--- src/rtl/bht_pkg.sv ---
// Shared types for the BHT update controller: counter encoding, FSM states and update records.
package bht_pkg;

  localparam int BHT_IDX_W = 3;
  localparam int BHT_TGT_W = 32;

  typedef logic [1:0] ctr_t;

  typedef enum logic [1:0] {IDLE, RD, CAP, WR} state_t;

  localparam ctr_t CTR_SNT = 2'd0;
  localparam ctr_t CTR_WNT = 2'd1;
  localparam ctr_t CTR_WT  = 2'd2;
  localparam ctr_t CTR_ST  = 2'd3;

  typedef struct packed {
    logic [BHT_IDX_W-1:0] index;
    logic [BHT_TGT_W-1:0] pc;
    logic [BHT_TGT_W-1:0] target;
    logic                 taken;
    logic                 alloc;
  } upd_rec_t;

  // Fresh entries start weak in the observed direction; trained entries saturate, never wrap.
  function automatic ctr_t nextCtr(input ctr_t cur, input logic taken, input logic alloc);
    if (alloc) return taken ? CTR_WT : CTR_WNT;
    if (taken) return (cur == CTR_ST) ? CTR_ST : cur + 2'd1;
    return (cur == CTR_SNT) ? CTR_SNT : cur - 2'd1;
  endfunction

endpackage

--- src/rtl/bht_update_ctrl_fifo.sv ---
// bht_upd_fifo: synchronous FIFO of BHT update records with occupancy count, full and empty.
module bht_upd_fifo
  import bht_pkg::*;
#(
  parameter int DEPTH = 4
) (
  input  logic                     clk,
  input  logic                     rst_n,
  input  logic                     i_push,
  input  upd_rec_t                 i_data,
  input  logic                     i_pop,
  output upd_rec_t                 o_head,
  output logic                     o_full,
  output logic                     o_empty,
  output logic [$clog2(DEPTH):0]   o_count
);

  localparam int PTR_W = $clog2(DEPTH);
  localparam int CNT_W = PTR_W + 1;

  upd_rec_t         r_mem [DEPTH];
  logic [PTR_W-1:0] r_wrPtr;
  logic [PTR_W-1:0] r_rdPtr;
  logic [CNT_W-1:0] r_count;
  logic             w_push;
  logic             w_pop;

  assign w_push  = i_push && !o_full;
  assign w_pop   = i_pop && !o_empty;
  assign o_full  = (r_count == CNT_W'(DEPTH));
  assign o_empty = (r_count == '0);
  assign o_count = r_count;
  assign o_head  = r_mem[r_rdPtr];

  always_ff @(posedge clk) begin
    if (w_push) r_mem[r_wrPtr] <= i_data;
  end

  // Pointers wrap naturally because DEPTH is a power of two.
  always_ff @(posedge clk or negedge rst_n) begin
    if (!rst_n) begin
      r_wrPtr <= '0;
      r_rdPtr <= '0;
      r_count <= '0;
    end else begin
      if (w_push) r_wrPtr <= r_wrPtr + 1'b1;
      if (w_pop)  r_rdPtr <= r_rdPtr + 1'b1;
      case ({w_push, w_pop})
        2'b10:   r_count <= r_count + 1'b1;
        2'b01:   r_count <= r_count - 1'b1;
        default: r_count <= r_count;
      endcase
    end
  end

endmodule

--- src/rtl/bht_update_ctrl.sv ---
// BHT port arbiter: lookups win the single table port, queued updates retire as read-modify-write.
// Optional macro BHT_STARVE_GUARD_EN forces an update through after STARVE_LIM blocked cycles.
module bht_update_ctrl
  import bht_pkg::*;
#(
  parameter int IDX_W      = BHT_IDX_W,
  parameter int QDEPTH     = 4,
  parameter int TGT_W      = BHT_TGT_W
`ifdef BHT_STARVE_GUARD_EN
  ,
  parameter int STARVE_LIM = 8
`endif
) (
  input  logic               clk,
  input  logic               rst_n,
  input  logic               lk_req,
  input  logic [IDX_W-1:0]   lk_index,
  output logic               lk_gnt,
  input  logic               upd_valid,
  output logic               upd_ready,
  input  logic [IDX_W-1:0]   upd_index,
  input  logic [TGT_W-1:0]   upd_pc,
  input  logic [TGT_W-1:0]   upd_target,
  input  logic               upd_taken,
  input  logic               upd_alloc,
  output logic               tbl_en,
  output logic               tbl_we,
  output logic [IDX_W-1:0]   tbl_addr,
  output logic [2*TGT_W+1:0] tbl_wdata,
  input  logic [1:0]         tbl_rdata_ctr,
  output logic               busy
);

  state_t                  r_state;
  logic                    r_portReq;
  logic                    r_portWe;
  ctr_t                    r_ctrQ;
  upd_rec_t                w_head;
  upd_rec_t                w_updRec;
  logic                    w_full;
  logic                    w_empty;
  logic [$clog2(QDEPTH):0] w_count;
  logic                    w_push;
  logic                    w_pop;
  logic                    w_force;
  logic                    w_lkGnt;
  logic                    w_fsmOwns;
  ctr_t                    w_newCtr;

  assign w_updRec = '{index: upd_index, pc: upd_pc, target: upd_target,
                      taken: upd_taken, alloc: upd_alloc};
  assign upd_ready = rst_n && !w_full;
  assign w_push    = upd_valid && upd_ready;
  assign w_pop     = (r_state == WR) && w_fsmOwns;

  bht_upd_fifo #(.DEPTH(QDEPTH)) u_fifo (
    .clk     (clk),
    .rst_n   (rst_n),
    .i_push  (w_push),
    .i_data  (w_updRec),
    .i_pop   (w_pop),
    .o_head  (w_head),
    .o_full  (w_full),
    .o_empty (w_empty),
    .o_count (w_count)
  );

`ifdef BHT_STARVE_GUARD_EN
  localparam int SCNT_W = $clog2(STARVE_LIM + 1);
  logic [SCNT_W-1:0] r_starveCnt;

  always_ff @(posedge clk or negedge rst_n) begin
    if (!rst_n)                    r_starveCnt <= '0;
    else if (w_fsmOwns)            r_starveCnt <= '0;
    else if (r_portReq && lk_req)  r_starveCnt <= r_starveCnt + 1'b1;
  end

  assign w_force = r_portReq && lk_req && (r_starveCnt == SCNT_W'(STARVE_LIM - 1));
`else
  assign w_force = 1'b0;
`endif

  assign w_lkGnt   = lk_req && !w_force;
  assign w_fsmOwns = r_portReq && !w_lkGnt;
  assign w_newCtr  = nextCtr(r_ctrQ, w_head.taken, w_head.alloc);

  assign lk_gnt    = w_lkGnt;
  assign tbl_en    = w_lkGnt || r_portReq;
  assign tbl_we    = !w_lkGnt && r_portWe;
  assign tbl_addr  = w_lkGnt ? lk_index : (r_portReq ? w_head.index : '0);
  assign tbl_wdata = (r_portWe && !w_lkGnt) ? {w_head.pc, w_head.target, w_newCtr} : '0;
  assign busy      = (w_count != '0) || (r_state != IDLE);

  // r_portReq/r_portWe are the registered port requests; the head record stays put until WR pops it.
  always_ff @(posedge clk or negedge rst_n) begin
    if (!rst_n) begin
      r_state   <= IDLE;
      r_portReq <= 1'b0;
      r_portWe  <= 1'b0;
      r_ctrQ    <= CTR_SNT;
    end else begin
      case (r_state)
        IDLE: begin
          if (!w_empty) begin
            r_portReq <= 1'b1;
            r_portWe  <= w_head.alloc;
            r_state   <= w_head.alloc ? WR : RD;
          end
        end
        RD: begin
          if (w_fsmOwns) begin
            r_portReq <= 1'b0;
            r_state   <= CAP;
          end
        end
        CAP: begin
          r_ctrQ    <= tbl_rdata_ctr;
          r_portReq <= 1'b1;
          r_portWe  <= 1'b1;
          r_state   <= WR;
        end
        WR: begin
          if (w_fsmOwns) begin
            r_portReq <= 1'b0;
            r_portWe  <= 1'b0;
            r_state   <= IDLE;
          end
        end
        default: r_state <= IDLE;
      endcase
    end
  end

endmodule

--- config.mk ---
export PLATFORM = sky130hd
export DESIGN_NAME = bht_update_ctrl
export DESIGN_NICKNAME = d
export VERILOG_FILES = /design/src/rtl/bht_pkg.sv /design/src/rtl/bht_update_ctrl_fifo.sv /design/src/rtl/bht_update_ctrl.sv
export SDC_FILE = /design/constraint.sdc
export NUM_CORES = 1
export LEC_CHECK = 0
export CORE_ASPECT_RATIO = 1.25
export CORE_MARGIN = 10
export CORE_UTILIZATION = 50
export DETAILED_ROUTE_END_ITERATION = 10
export DONT_BUFFER_PORTS = 1
export GPL_TIMING_DRIVEN = 0
export PLACE_DENSITY = 0.73
export SLEW_MARGIN = 20
export SYNTH_ARGS = -nofsm -noshare
export SYNTH_HDL_FRONTEND = slang
export SYNTH_HIERARCHICAL = 1
export SYNTH_SLANG_ARGS = --single-unit
export TNS_END_PERCENT = 30
--- constraint.sdc ---
create_clock -name clk -period 4.25 [get_ports clk]
set_clock_uncertainty 0.2 [all_clocks]
set_input_delay 0.85 -clock clk [delete_from_list [all_inputs] [get_ports clk]]
set_output_delay 0.85 -clock clk [all_outputs]
set_load 0.1 [all_outputs]
==> After elaboration in Yosys (flattened, before gate mapping) <==
Memory sizes are Yosys's and may differ from the RTL's.
Index checks and enable logic that the tools add are counted.
{ "classes": {"muxes": 26, "n_reduce_logical": 23, "n_addsub": 6, "eq_ne": 11} }
{ "op_table": {"columns": ["cell", "n"], "rows": [
  ["$mux W66", 1],
  ["$mux W2", 11],
  ["$eq A2 B2 Y1 const B", 4],
  ["$mux W1", 8],
  ["$pmux W2 S4", 1],
  ["$logic_and A1 B1 Y1", 7],
  ["$add A2 B1 Y2 const B", 3],
  ["$mux W3", 2],
  ["$ne A2 B2 Y1 const B", 3],
  ["$pmux W1 S3", 2],
  ["$pmux W3 S2", 1],
  ["$reduce_and A3 Y1", 2],
  ["$reduce_bool A3 Y1", 2],
  ["$eq A2 B1 Y1 const B", 2],
  ["$logic_not A2 Y1", 2],
  ["$reduce_bool A2 Y1", 2],
  ["$add A3 B1 Y3 const B", 1],
  ["$eq A3 B3 Y1 const B", 1],
  ["$logic_not A1 Y1", 3],
  ["$logic_not A3 Y1", 1],
  ["$sub A3 B1 Y3 const B", 1],
  ["$logic_or A1 B1 Y1", 2],
  ["$ne A2 B1 Y1 const B", 1],
  ["$reduce_and A2 Y1", 1],
  ["2 further kinds", 2]
]} }
{ "totals": {"word_cells": 74, "output_inout_bits": 74, "mem_bits_rw": 276, "n_memories": 1, "reg_bits": 13, "input_bits": 78} }
{ "memory_table": {"columns": ["memory", "words", "word_bits", "read_ports", "rd_clocked_by_memory_dff", "write_ports", "line_no", "source"], "rows": [
  ["u_fifo.r_mem", 4, 69, 1, 0, 1, "bht_update_ctrl_fifo.sv:21", "upd_rec_t r_mem [DEPTH];"]
]} }

==> Depth between registers and ports, before layout <==
{ "depth": {"depth_word": 7, "depth_mapped": 11, "mapped_depth_nobuf": 11} }

==> Cells and area by module <==
The synthesis kept the hierarchy.
{ "by_module_without_submodules": {"columns": ["mod", "area_per_inst_um2", "seq_area_each_um2", "instances", "cells_per_inst"], "rows": [
  ["bht_upd_fifo", 10457.5, 8463.1, 1, 398],
  ["bht_update_ctrl", 948.4, 150.1, 1, 122]
]} }

==> Least setup slack after synthesis <==
Ideal clock, no wire load.
{ "synth_timing": {"kind": "input to register", "from": "in rst_n", "to": "mem u_fifo/r_mem[0][0] (netlist bit) (enable)", "t_required_ps": 3615, "path_slack_ps": -754, "path_buffers": 0, "setup_time_ps": 435, "arrival_ps": 4370, "stages": 4, "path_cell_list": "nor2b_1 and2_1 nor2b_2 and2_1"} }
{ "synth_between": {"elab_chain_len": 5} }
{ "synth_rtl": {"columns": ["element", "line_no", "source"], "rows": [
  ["from (decl)", "bht_update_ctrl.sv:15", "input logic rst_n,"],
  ["$logic_and A1 B1 Y1", "bht_update_ctrl.sv:52", "assign upd_ready = rst_n && !w_full;"],
  ["$logic_and A1 B1 Y1", "bht_update_ctrl.sv:53", "assign w_push = upd_valid && upd_ready;"],
  ["net w_push", "bht_update_ctrl.sv:43", "logic w_push;"],
  ["$logic_and A1 B1 Y1", "bht_update_ctrl_fifo.sv:28", "assign w_push = i_push && !o_full;"],
  ["$mux W1", "bht_update_ctrl_fifo.sv:36", "if (w_push) r_mem[r_wrPtr] <= i_data;"],
  ["$mux W1 (implied by the code)", "bht_update_ctrl_fifo.sv:36", null],
  ["to (decl)", "bht_update_ctrl_fifo.sv:21", null]
]} }
The timed path passes the listed nets, and every way through them passes these cells.

==> run_results.csv <==
group,metric,value,unit
status,status,"complete, no violations",
timing,timing.setup.tns,0,ps
logic_synthesis,synth.yosys.warnings,6,
routing,antenna_violating_nets_post_route,0,
routing,dr_iter_0_viols,258,
routing,post-route-drc-count,0,
logic_synthesis,synth_largest_type_area_fraction,72.7,%
floorplanning,num_rows,61,
floorplanning,design.core.area,22400,sq um
floorplanning,initial_utilization,51.0,%
timing,period_needed,3890,ps
timing,timing_max_transition_violations_final,0,
routing,viasPerCell,5.73,
finish,antenna_cells,0,
power_and_ir_drop,p_switching,3.70,mW
grt,grt_antenna_before_repair,0,
floorplanning,io_pins,152,
worst_setup_path,cp_data_arrival_time,2840,ps
clock_tree,buffers_inserted_during_post_cts_setup_optimization,0,
power_and_ir_drop,vdd_drop_max,0.459,mV
worst_setup_path,worst_path_largest_cell_delay,630,ps
worst_setup_path,ff2ff_path_depth,6,
worst_setup_path,crit_path_top_delay_cell,"sky130_fd_sc_hd__dfrtp_1",
logic_synthesis,synth_compound_area_share,0.943,%
placement,finalWeightedCongestion,0.763,
floorplanning,die_area,29300,sq um
hold_path,min-delay-path-class,"in2reg",
power_and_ir_drop,fraction_of_power_spent_switching_nets,38.3,%
placement,hpwl,14300,um
logic_synthesis,synth_area_leaders,"sky130_fd_sc_hd__edfxtp_1, sky130_fd_sc_hd__mux4_2, sky130_fd_sc_hd__and2_1",
logic_synthesis,yosysUniqueCellTypes,35,
grt,grt_use_total,14.5,%
floorplanning,chipHeight,189,um
worst_setup_path,r2r-end,"u_fifo/r_mem[0][23]",
routing,dr_total_vias,4907,
logic_synthesis,synthMuxAreaShare,14.4,%
timing,final_min_period_over_clock_period,91.6,%
logic_synthesis,syn-cell-area,11400,sq um
logic_synthesis,synth_xor_xnor_area_share,0.461,%
grt,first_pass_grt_wire_length,33000,um
clock_tree,ctsRootBufferMaster,"sky130_fd_sc_hd__clkbuf_16",
hold_path,timing.hold.worst_path_depth,0,
logic_synthesis,seq_cells_post_synth,289,
logic_synthesis,synth_seq_area_share,75.5,%
floorplanning,die_x,155,um
timing,max_slew.worst_pin.slew,1100,ps
worst_setup_path,worstPathRequired,3200,ps
logic_synthesis,synth-adder-area-share,1.27,%
logic_synthesis,post-synth-top-area-cell,"sky130_fd_sc_hd__edfxtp_1",
finish,drive_above_1_share,26.0,%
clock_tree,tritoncts,"done",
routing,routed_wirelength,21700,um
power_and_ir_drop,p_leak,4.16,nW
clock_tree,clkLatencyLatePin,520,ps
clock_tree,clkTransAtPathRegs,70,ps
clock_tree,cts_max_path_buffers,3,
clock_tree,cts_made_buffers,27,
worst_setup_path,startpoint_type,"flip-flop",
finish,nNetsFinal,642,
power_and_ir_drop,cellInternalPower,5.96,mW
timing,timing.max_slew.rel_slack,26.4,%
placement,placedInstanceArea,11900,sq um
timing,timing.fmax,257,MHz
power_and_ir_drop,power.share.combinational,38.3,%
logic_synthesis,syn-instance-count,520,
worst_setup_path,crit_path_cell_trace,"buf_2 > mux4_2 > nor2b_1 > o21ai_0 > a21boi_4",
timing,final_hold_slack,218,ps
placement,buffers_added_on_ports,0,
worst_setup_path,r2r_slack,770,ps
finish,layout.cell_area.non_filler,12800,sq um
logic_synthesis,syn_nets,609,
power_and_ir_drop,power_frac_seq,37.6,%
power_and_ir_drop,p_clk_share,24.1,%
timing,timing.final.hold_violations,0,
worst_setup_path,regToRegStartpoint,"u_fifo/o_count[2]",
hold_path,hold_path.startpoint,"upd_pc[1]",
hold_path,hold_path_end,"u_fifo/r_mem[3][35]",
routing,detail_route.wl_per_cell,25.3,um
logic_synthesis,synth_simple_gate_area_share,4.87,%
routing,drtPass1Iterations,4,
logic_synthesis,postSynthAreaPerCell,21.9,sq um
grt,largest_net_degree_at_the_start_of_global_routing,41,
clock_tree,ctsHtreeMaxLevel,1,
worst_setup_path,worst-path-max-fanout,10,
worst_setup_path,setup.worst_path.class,"reg2out",
logic_synthesis,dominant_combinational_cell_family_by_area_after_synthesis,"multiplexers",
worst_setup_path,crit_path_end_kind,"output port",
grt,first_global_vias,5488,
grt,grt_overflow_total,0,
finish,layout-area-overhead-vs-synth,11.8,%
clock_tree,clock-sinks,289,
timing,setup_viol_count_final,0,
power_and_ir_drop,cellPowerDensity,757,nW/um^2
timing,rsz0062_at_grt,"no",
run,number_of_maximum_capacitance_constraint_violations,0,
cells in the mapped netlist:
cell                          n
sky130_fd_sc_hd__buf_12       7
sky130_fd_sc_hd__buf_6        5
sky130_fd_sc_hd__nor3_1       1
sky130_fd_sc_hd__nand2_1      3
sky130_fd_sc_hd__nor2b_1      4
sky130_fd_sc_hd__and2_1      70
sky130_fd_sc_hd__buf_2        8
sky130_fd_sc_hd__a21boi_0     1
sky130_fd_sc_hd__buf_4        1
sky130_fd_sc_hd__a22o_1       2
sky130_fd_sc_hd__mux4_2      68
sky130_fd_sc_hd__nor2_1       4
sky130_fd_sc_hd__a21o_1       1
sky130_fd_sc_hd__or4b_2       1
sky130_fd_sc_hd__dfrtp_1     13
sky130_fd_sc_hd__or2_2        1
sky130_fd_sc_hd__inv_1        9
sky130_fd_sc_hd__nand2b_1     1
sky130_fd_sc_hd__o22ai_1      1
sky130_fd_sc_hd__o311a_1      1
sky130_fd_sc_hd__fa_1         1
sky130_fd_sc_hd__xor2_1       3
sky130_fd_sc_hd__o21ai_0      4
sky130_fd_sc_hd__edfxtp_1   276
sky130_fd_sc_hd__mux2_2       4
sky130_fd_sc_hd__mux4_1       1
sky130_fd_sc_hd__nor3b_2      1
sky130_fd_sc_hd__xnor2_1      3
sky130_fd_sc_hd__mux2i_1      4
sky130_fd_sc_hd__clkbuf_1     3
sky130_fd_sc_hd__a21oi_1      3
sky130_fd_sc_hd__a2bb2oi_2    1
sky130_fd_sc_hd__nor2b_2      3
sky130_fd_sc_hd__o31a_1       1
sky130_fd_sc_hd__ha_1        10
power by group through the flow:
stage               combinational (mW)  sequential [mW]  clock (mW)
floorplan                         3.23             3.64           0
global placement                  3.65             3.66           0
detailed placement                3.76             3.68           0
CTS                               3.79             3.62        2.39
global route                      3.90             3.66        2.50
finish                            3.70             3.63        2.33
sequential cells by signal, summed over array words and instances, names as in the netlist:
register / flops
u_fifo/r_rdPtr: 2
u_fifo/r_mem: 276
u_fifo/r_wrPtr: 2
r_portWe: 1
r_ctrQ: 2
r_portReq: 1
u_fifo/o_count: 3
r_state: 2
metal layers:
| metal | global-route usage (%) | up-vias | wire length, um |
|---|---|---|---|
| met5 | 0 | - | 0 |
| met4 | 4.55 | 0 | 501 |
| met3 | 5.17 | 31 | 1830 |
| met2 | 25.5 | 145 | 11400 |
| met1 | 16.1 | 2578 | 7930 |
| li1 | - | 2153 | - |
worst max-delay path by stage:
| stage | start | to | slack, ps | cells past startpoint |
|---|---|---|---|---|
| CTS | u_fifo/r_rdPtr[1] | tbl_wdata[1] | 90 | 6 |
| finish | u_fifo/r_rdPtr[1] | tbl_wdata[1] | 360 | 5 |
| floorplan | u_fifo/r_rdPtr[0] | tbl_addr[1] | 70 | 5 |
| detailed placement | u_fifo/r_rdPtr[1] | tbl_wdata[1] | 400 | 6 |
| global placement | u_fifo/r_rdPtr[1] | tbl_addr[1] | -500 | 5 |
| global route | u_fifo/r_rdPtr[1] | tbl_wdata[1] | 200 | 5 |
area by class of cell:
class	count	area, sq um
fillers	1633	9610
flip-flops and latches	289	8610
multi-input cells	198	2530
clock buffers	34	702
well taps	283	354
plain buffers	23	251
clock inverters	16	164
repair buffers	5	105
inverters	9	33.8
through the flow:
step	setup slack (ps)	util (%)	power (mW)	instances
after floorplan	65.0	-	6.88	520
after global placement	-500	52.6	7.31	803
after detailed placement	395	53.1	7.44	807
after CTS	93.8	57.1	9.79	858
after global routing	198	57.0	10.1	857
final	358	57.0	9.66	857
cells in the final DEF, fill, tap and decap left out, drive strengths merged, types with 2 or more instances in the layout:
cell      Yosys  routed
ha           10      10
and2         70      70
bufinv        0       3
o21ai         4       4
xnor2         3       3
mux2          4       4
inv           9      11
dfrtp        13      13
edfxtp      276     276
clkinvlp      0       2
nor2b         7       7
clkbuf        3      36
clkinv        0       9
a22o          2       2
mux4         69      69
mux2i         4       4
buf          21      25
nand2         3       3
nor2          4       4
a21oi         3       3
xor2          3       3
kinds of logic (layout without fill, tap and decap cells):
kind of cell | count (synthesis) | in the layout
flops | 289 | 289
simple gates | 89 | 89
fa+ha+maj | 11 | 11
xor+xnor | 6 | 6
buf+inv | 33 | 87
compound gates | 15 | 15
mux | 77 | 77
critical path: cells and delay by family, from the launching register on:
family	cells	cell delay [ps]
buffers and inverters	1	370
muxes	1	420
AOI/OAI and AO/OA	2	760
DFF	1	630
and+or+nand+nor	1	130
what timing repair did:
action	CTS	global route
pin swaps	0	1
cloned	0	0
resized for setup	2	0
endpoints found under the setup margin	2	1
hold endpoints to repair	13	0
hold buffers	1	0
Note: power is estimated with default switching activity, not from simulation.
==> patch 1 (config.mk and constraints unchanged) <==
Change the package constant `BHT_TGT_W` from 32 to 64.
--- a/src/rtl/bht_pkg.sv
+++ b/src/rtl/bht_pkg.sv
@@ -2,7 +2,7 @@
 package bht_pkg;
 
   localparam int BHT_IDX_W = 3;
-  localparam int BHT_TGT_W = 32;
+  localparam int BHT_TGT_W = 64;
 
   typedef logic [1:0] ctr_t;
 
Interface: changed (resized tbl_wdata, upd_pc and upd_target); port bits go from 152 to 280. No check against the original RTL was run, so the function may have changed too.
==> patch 1 against the original RTL <==
  * Die area increased by 73%
  * Utilization up 0.26 points
  * Power grew 84%
  * Sequential power grew 85%
  * Non-clock buffer count rose by 30
  * Routed wire length rose by 99%
  * Sequential cell count rose by 256
  * Synthesized area rose by 84%
  * Register-to-register slack got worse by 0.38 ns
  * Design area up 86%
  * Setup slack lost 0.21 ns
  * Largest power group is now sequential cells
  * Highest routed layer unchanged
==> patch 1: results (changes against the original RTL) <==
[synth]
synth_compound_area_frac = 0.00513  ; was 0.00943
synth_commonest_cells = edfxtp_1, and2_1, mux4_2  ; unchanged
yosys.area_share.adder = 0.00691  ; was 0.0127
synth-xor-area-share = 0.00250  ; was 0.00461
netlist_instances = 925  ; was 520
syn_nets = 1078  ; was 609
synth_edf_count = 532  ; was 276
synth-async-reset-ratio = 0.0239  ; was 0.0450
synthTopCellsByArea = edfxtp_1, mux4_2, and2_1  ; unchanged
ys_seq_area_frac = 0.776  ; was 0.755
synth.mux.area_fraction = 0.147  ; was 0.144

[floorplanning]
die_area_um2 = 50600  ; was 29300 um^2

[worst_setup_path]
rr_worst_depth = 7  ; was 6
arrival_ns = 3.05  ; was 2.84 ns
crit_end = tbl_wdata[91]  ; was tbl_wdata[1]
rr_endpoint = u_fifo/r_mem[0][17]  ; was u_fifo/r_mem[0][23]
rrSetupSlack_ns = 0.39  ; was 0.77 ns

[global_route]
grtUsageMet2 = 0.282  ; was 0.255
grt_max_degree = 45  ; was 41
grt_util_met3 = 0.0741  ; was 0.0517
grt_pass1_vias = 9839  ; was 5488
met1_usage = 0.197  ; was 0.161
grt_usage = 0.172  ; was 0.145
grt_pass1_wl_um = 65200  ; was 33000 um

[clock_network]
cts_buffers = 51  ; was 27
clk_transition_reported_paths_ns = 0.07  ; about the same

[pwr]
combPwrFrac = 0.374  ; was 0.383
pg_clk_uw = 4400  ; was 2330 uW
p_switching_uw = 6830  ; was 3700 uW
p_leak_uw = 0.00760  ; was 0.00416 uW
swShare = 0.384  ; was 0.383
ir_worst_vdd_v = 0.000476  ; was 0.000459 V

[worst_hold_path]
hold_end = u_fifo/r_mem[3][104]  ; was u_fifo/r_mem[3][35]
hp-class = in -> reg  ; unchanged
min_from = upd_pc[38]  ; was upd_pc[1]

[timing]
worst_hold_slack_ns = 0.148  ; was 0.218 ns
slew_headroom = 0.249  ; was 0.264

[drt]
wl_met1_um = 15000  ; was 7930 um
initialDrtViolationCount = 539  ; was 258
vias = 9055  ; was 4907
met2_length_um = 22300  ; was 11400 um
highest_layer = met4  ; unchanged
wl_per_cell_um = 27.2  ; was 25.3 um
first_pass_iters = 4  ; unchanged

[final_layout]
fillers = 2991  ; was 1633
instances_no_fill = 1583  ; was 857
largest_reg_flops = 532  ; was 276
layout-drive-gt1-share = 0.265  ; was 0.260

[placement]
dp_hpwl_um = 28200  ; was 14300 um
place_inst = 1489  ; was 807
pre_cts_slack_ns = 0.0541  ; was 0.395 ns
gp_congestion = 0.698  ; was 0.763

[run_status]
status = finished clean  ; unchanged

-- patch 1: layout make-up --
type,instances,area [um^2],area share
flip-flops and latches,545,16300,0.688
multi-input cells,326,4370,0.185
clock buffers,65,1370,0.0579
well taps,552,691,0.0292
repair buffers,13,340,0.0144
plain buffers,45,325,0.0137
clock inverters,27,246,0.0104
inverters,9,33.8,0.00143
diodes,1,2.50,0.000106
-- patch 1: critical path, stage by stage (launching register included) --
cell,delay [ns]
dfrtp_1,0.32
buf_2,0.26
buf_2,0.44
buf_2,0.37
mux4_2,0.25
and2_1,0.80
-- patch 1: timing repair --
item                       in CTS  in global routing
cloned                          0                  0
setup endpoints to repair       2                  7
hold endpoints to repair       13                  0
resized for setup               2                  7
hold buffers                    1                  0
-- patch 1: metrics by stage --
step	util	instance area, um^2
2_1_floorplan	-	21000
3_3_place_gp	0.525	21700
3_5_place_dp	0.533	22000
4_1_cts	0.573	23700
5_1_grt	0.573	23700
6_report	0.573	23700
==> patch 2 (same flow settings) <==
Without the edit above. Add an input register stage for `upd_target`; this delays it by one clock. The other inputs are not delayed to match.
--- a/src/rtl/bht_update_ctrl.sv
+++ b/src/rtl/bht_update_ctrl.sv
@@ -31,6 +31,12 @@
   output logic               busy
 );
 
+  logic [TGT_W-1:0] upd_target_q;
+
+  always_ff @(posedge clk) begin
+    upd_target_q <= upd_target;
+  end
+
   state_t                  r_state;
   logic                    r_portReq;
   logic                    r_portWe;
@@ -47,7 +53,7 @@
   logic                    w_fsmOwns;
   ctr_t                    w_newCtr;
 
-  assign w_updRec = '{index: upd_index, pc: upd_pc, target: upd_target,
+  assign w_updRec = '{index: upd_index, pc: upd_pc, target: upd_target_q,
                       taken: upd_taken, alloc: upd_alloc};
   assign upd_ready = rst_n && !w_full;
   assign w_push    = upd_valid && upd_ready;
Check against the original RTL: not equivalent (a bounded check fails within 4 cycles, from zero or initial values and one cycle with rst_n low).
==> patch 2 against the original RTL <==
  * Routed wire length rose by 4.1%
  * Highest routed layer unchanged
  * Design area rose by 7.3%
  * Count of clock-buffer cells in the layout rose by 9
  * Setup slack got worse by 0.16 ns
  * Via count rose by 4.3%
  * Synthesized area rose by 5.6%
  * Critical endpoint unchanged
  * First-iteration DRC count rose by 19%
  * Sequential cell count rose by 32
Power is not compared: it rests on default switching activity, and its combinational part moved more than twofold at a synthesized area within 25%.
==> patch 2: results (changes against the original RTL) <==
[synth]
syn_nets = 643  ; was 609
synthTopCellsByArea = edfxtp_1, mux4_2, dfxtp_1  ; was edfxtp_1, mux4_2, and2_1
synth_commonest_cells = edfxtp_1, and2_1, mux4_2  ; unchanged
synth-async-reset-ratio = 0.0405  ; was 0.0450
synth_ff_type = edfxtp_1  ; unchanged
ys_types = 34  ; was 35
ys_seq_area_frac = 0.768  ; was 0.755
synth_edf_count = 276  ; unchanged

[worst_hold_path]
hp-class = in -> reg  ; unchanged
min_from = upd_target[9]  ; was upd_pc[1]
whs_path_depth = 0  ; unchanged
hold_end = upd_target_q[9]  ; was u_fifo/r_mem[3][35]

[run_status]
status = finished clean  ; unchanged

[timing]
worst_hold_slack_ns = 0.126  ; was 0.218 ns
slew_headroom = 0.261  ; was 0.264

[drt]
vias = 5119  ; was 4907
initialDrtViolationCount = 307  ; was 258
routed_wl_um = 22600  ; was 21700 um
first_pass_iters = 6  ; was 4

[placement]
gp_congestion = 0.772  ; was 0.763
dp_hpwl_um = 14300  ; about the same
placed_area_um2 = 12600  ; was 11900 um^2

[global_route]
grt_usage = 0.146  ; was 0.145
antenna_found_initial = 1  ; was 0
grt_pass1_wl_um = 35300  ; was 33000 um
grt_pass1_vias = 5690  ; was 5488
grt_max_degree = 46  ; was 41

[final_layout]
regMostFlops = u_fifo/r_mem  ; unchanged
nNetsFinal = 681  ; was 642
layout-drive-gt1-share = 0.263  ; was 0.260

[clock_network]
worstSkewPairLatency_ns = 0.54  ; was 0.52 ns
cts.htree.levels = 1  ; unchanged
cts_buffer_depth = 3  ; unchanged
cts_buffers = 31  ; was 27

[worst_setup_path]
rrSetupSlack_ns = 0.75  ; was 0.77 ns
path_max_fanout = 10  ; unchanged
rr_endpoint = u_fifo/r_mem[3][18]  ; was u_fifo/r_mem[0][23]
slowest_delay_ns = 0.62
slowest_stage = a21boi_4  ; was dfrtp_1
arrival_ns = 3.00  ; was 2.84 ns

-- patch 2: report_power, final --
group          switching [uW]  leakage (uW)  internal [uW]
clock                    1100      0.000523           1710
combinational             296       0.00105            156
sequential                101       0.00293           3770
total                    1500       0.00450           5640
-- patch 2: logic make-up (layout without fill, tap and decap cells) --
family,Yosys count,in the layout,synth area share
buffers and inverters,33,95,0.0237
AND/OR/NAND/NOR,90,90,0.0464
other,0,1,0
adder cells (fa/ha/maj),12,12,0.0131
AO/OA/AOI/OAI,14,14,0.00769
flip-flops,321,321,0.768
multiplexers,77,77,0.136
XOR/XNOR,6,6,0.00436
-- patch 2: timing repair --
action / 4_1_cts / 5_1_grt
setup buffers: 0 / 0
hold buffers: 1 / 0
setup endpoints to repair: 2 / 0
endpoints found under the hold margin: 13 / 0
gates resized for setup: 2 / 0
-- patch 2: per-layer routing --
layer	up-vias	GRT usage	routed length, um	share of wire
met3	34	0.0476	1640	0.073
met5	-	0	0	0
li1	2271	-	-	-
met1	2681	0.168	8560	0.38
met2	133	0.253	11800	0.52
met4	0	0.0467	557	0.025
-- patch 2: how the worst max path moves through the flow --
stage | from | endpoint | slack (ns)
after global routing | u_fifo/r_rdPtr[1] | tbl_wdata[1] | 0.02
after CTS | u_fifo/r_rdPtr[1] | tbl_wdata[1] | 0.11
final | u_fifo/r_rdPtr[1] | tbl_wdata[1] | 0.20
after floorplan | u_fifo/r_rdPtr[0] | tbl_addr[1] | 0.07
after global placement | u_fifo/r_rdPtr[1] | tbl_addr[1] | -0.58
after detailed placement | u_fifo/r_rdPtr[1] | tbl_wdata[1] | 0.42
-- patch 2: worst max-delay path: cells and delay by family (launching register included) --
kind / cells / cell delay (ns)
buf+inv: 2 / 0.84
compound gates: 2 / 0.75
simple gates: 1 / 0.12
mux: 1 / 0.42
flops: 1 / 0.32
-- patch 2: cell type report --
cell class / instances / area, um^2
Tap cell: 325 / 407
Clock inverter: 14 / 193
Sequential cell: 321 / 9250
Inverter: 9 / 33.8
Multi-Input combinational cell: 199 / 2530
Clock buffer: 43 / 892
Fill cell: 1700 / 10000
Timing Repair Buffer: 5 / 120
Buffer: 24 / 251
Antenna cell: 1 / 2.50
-- patch 2: through the flow --
step / setup WS [ns] / TNS (ns) / cells
6_report: 0.199 / 0 / 941
5_1_grt: 0.0216 / 0 / 941
4_1_cts: 0.111 / 0 / 940
3_5_place_dp: 0.420 / 0 / 882
3_3_place_gp: -0.579 / -50.42 / 878
2_1_floorplan: 0.0665 / 0 / 553
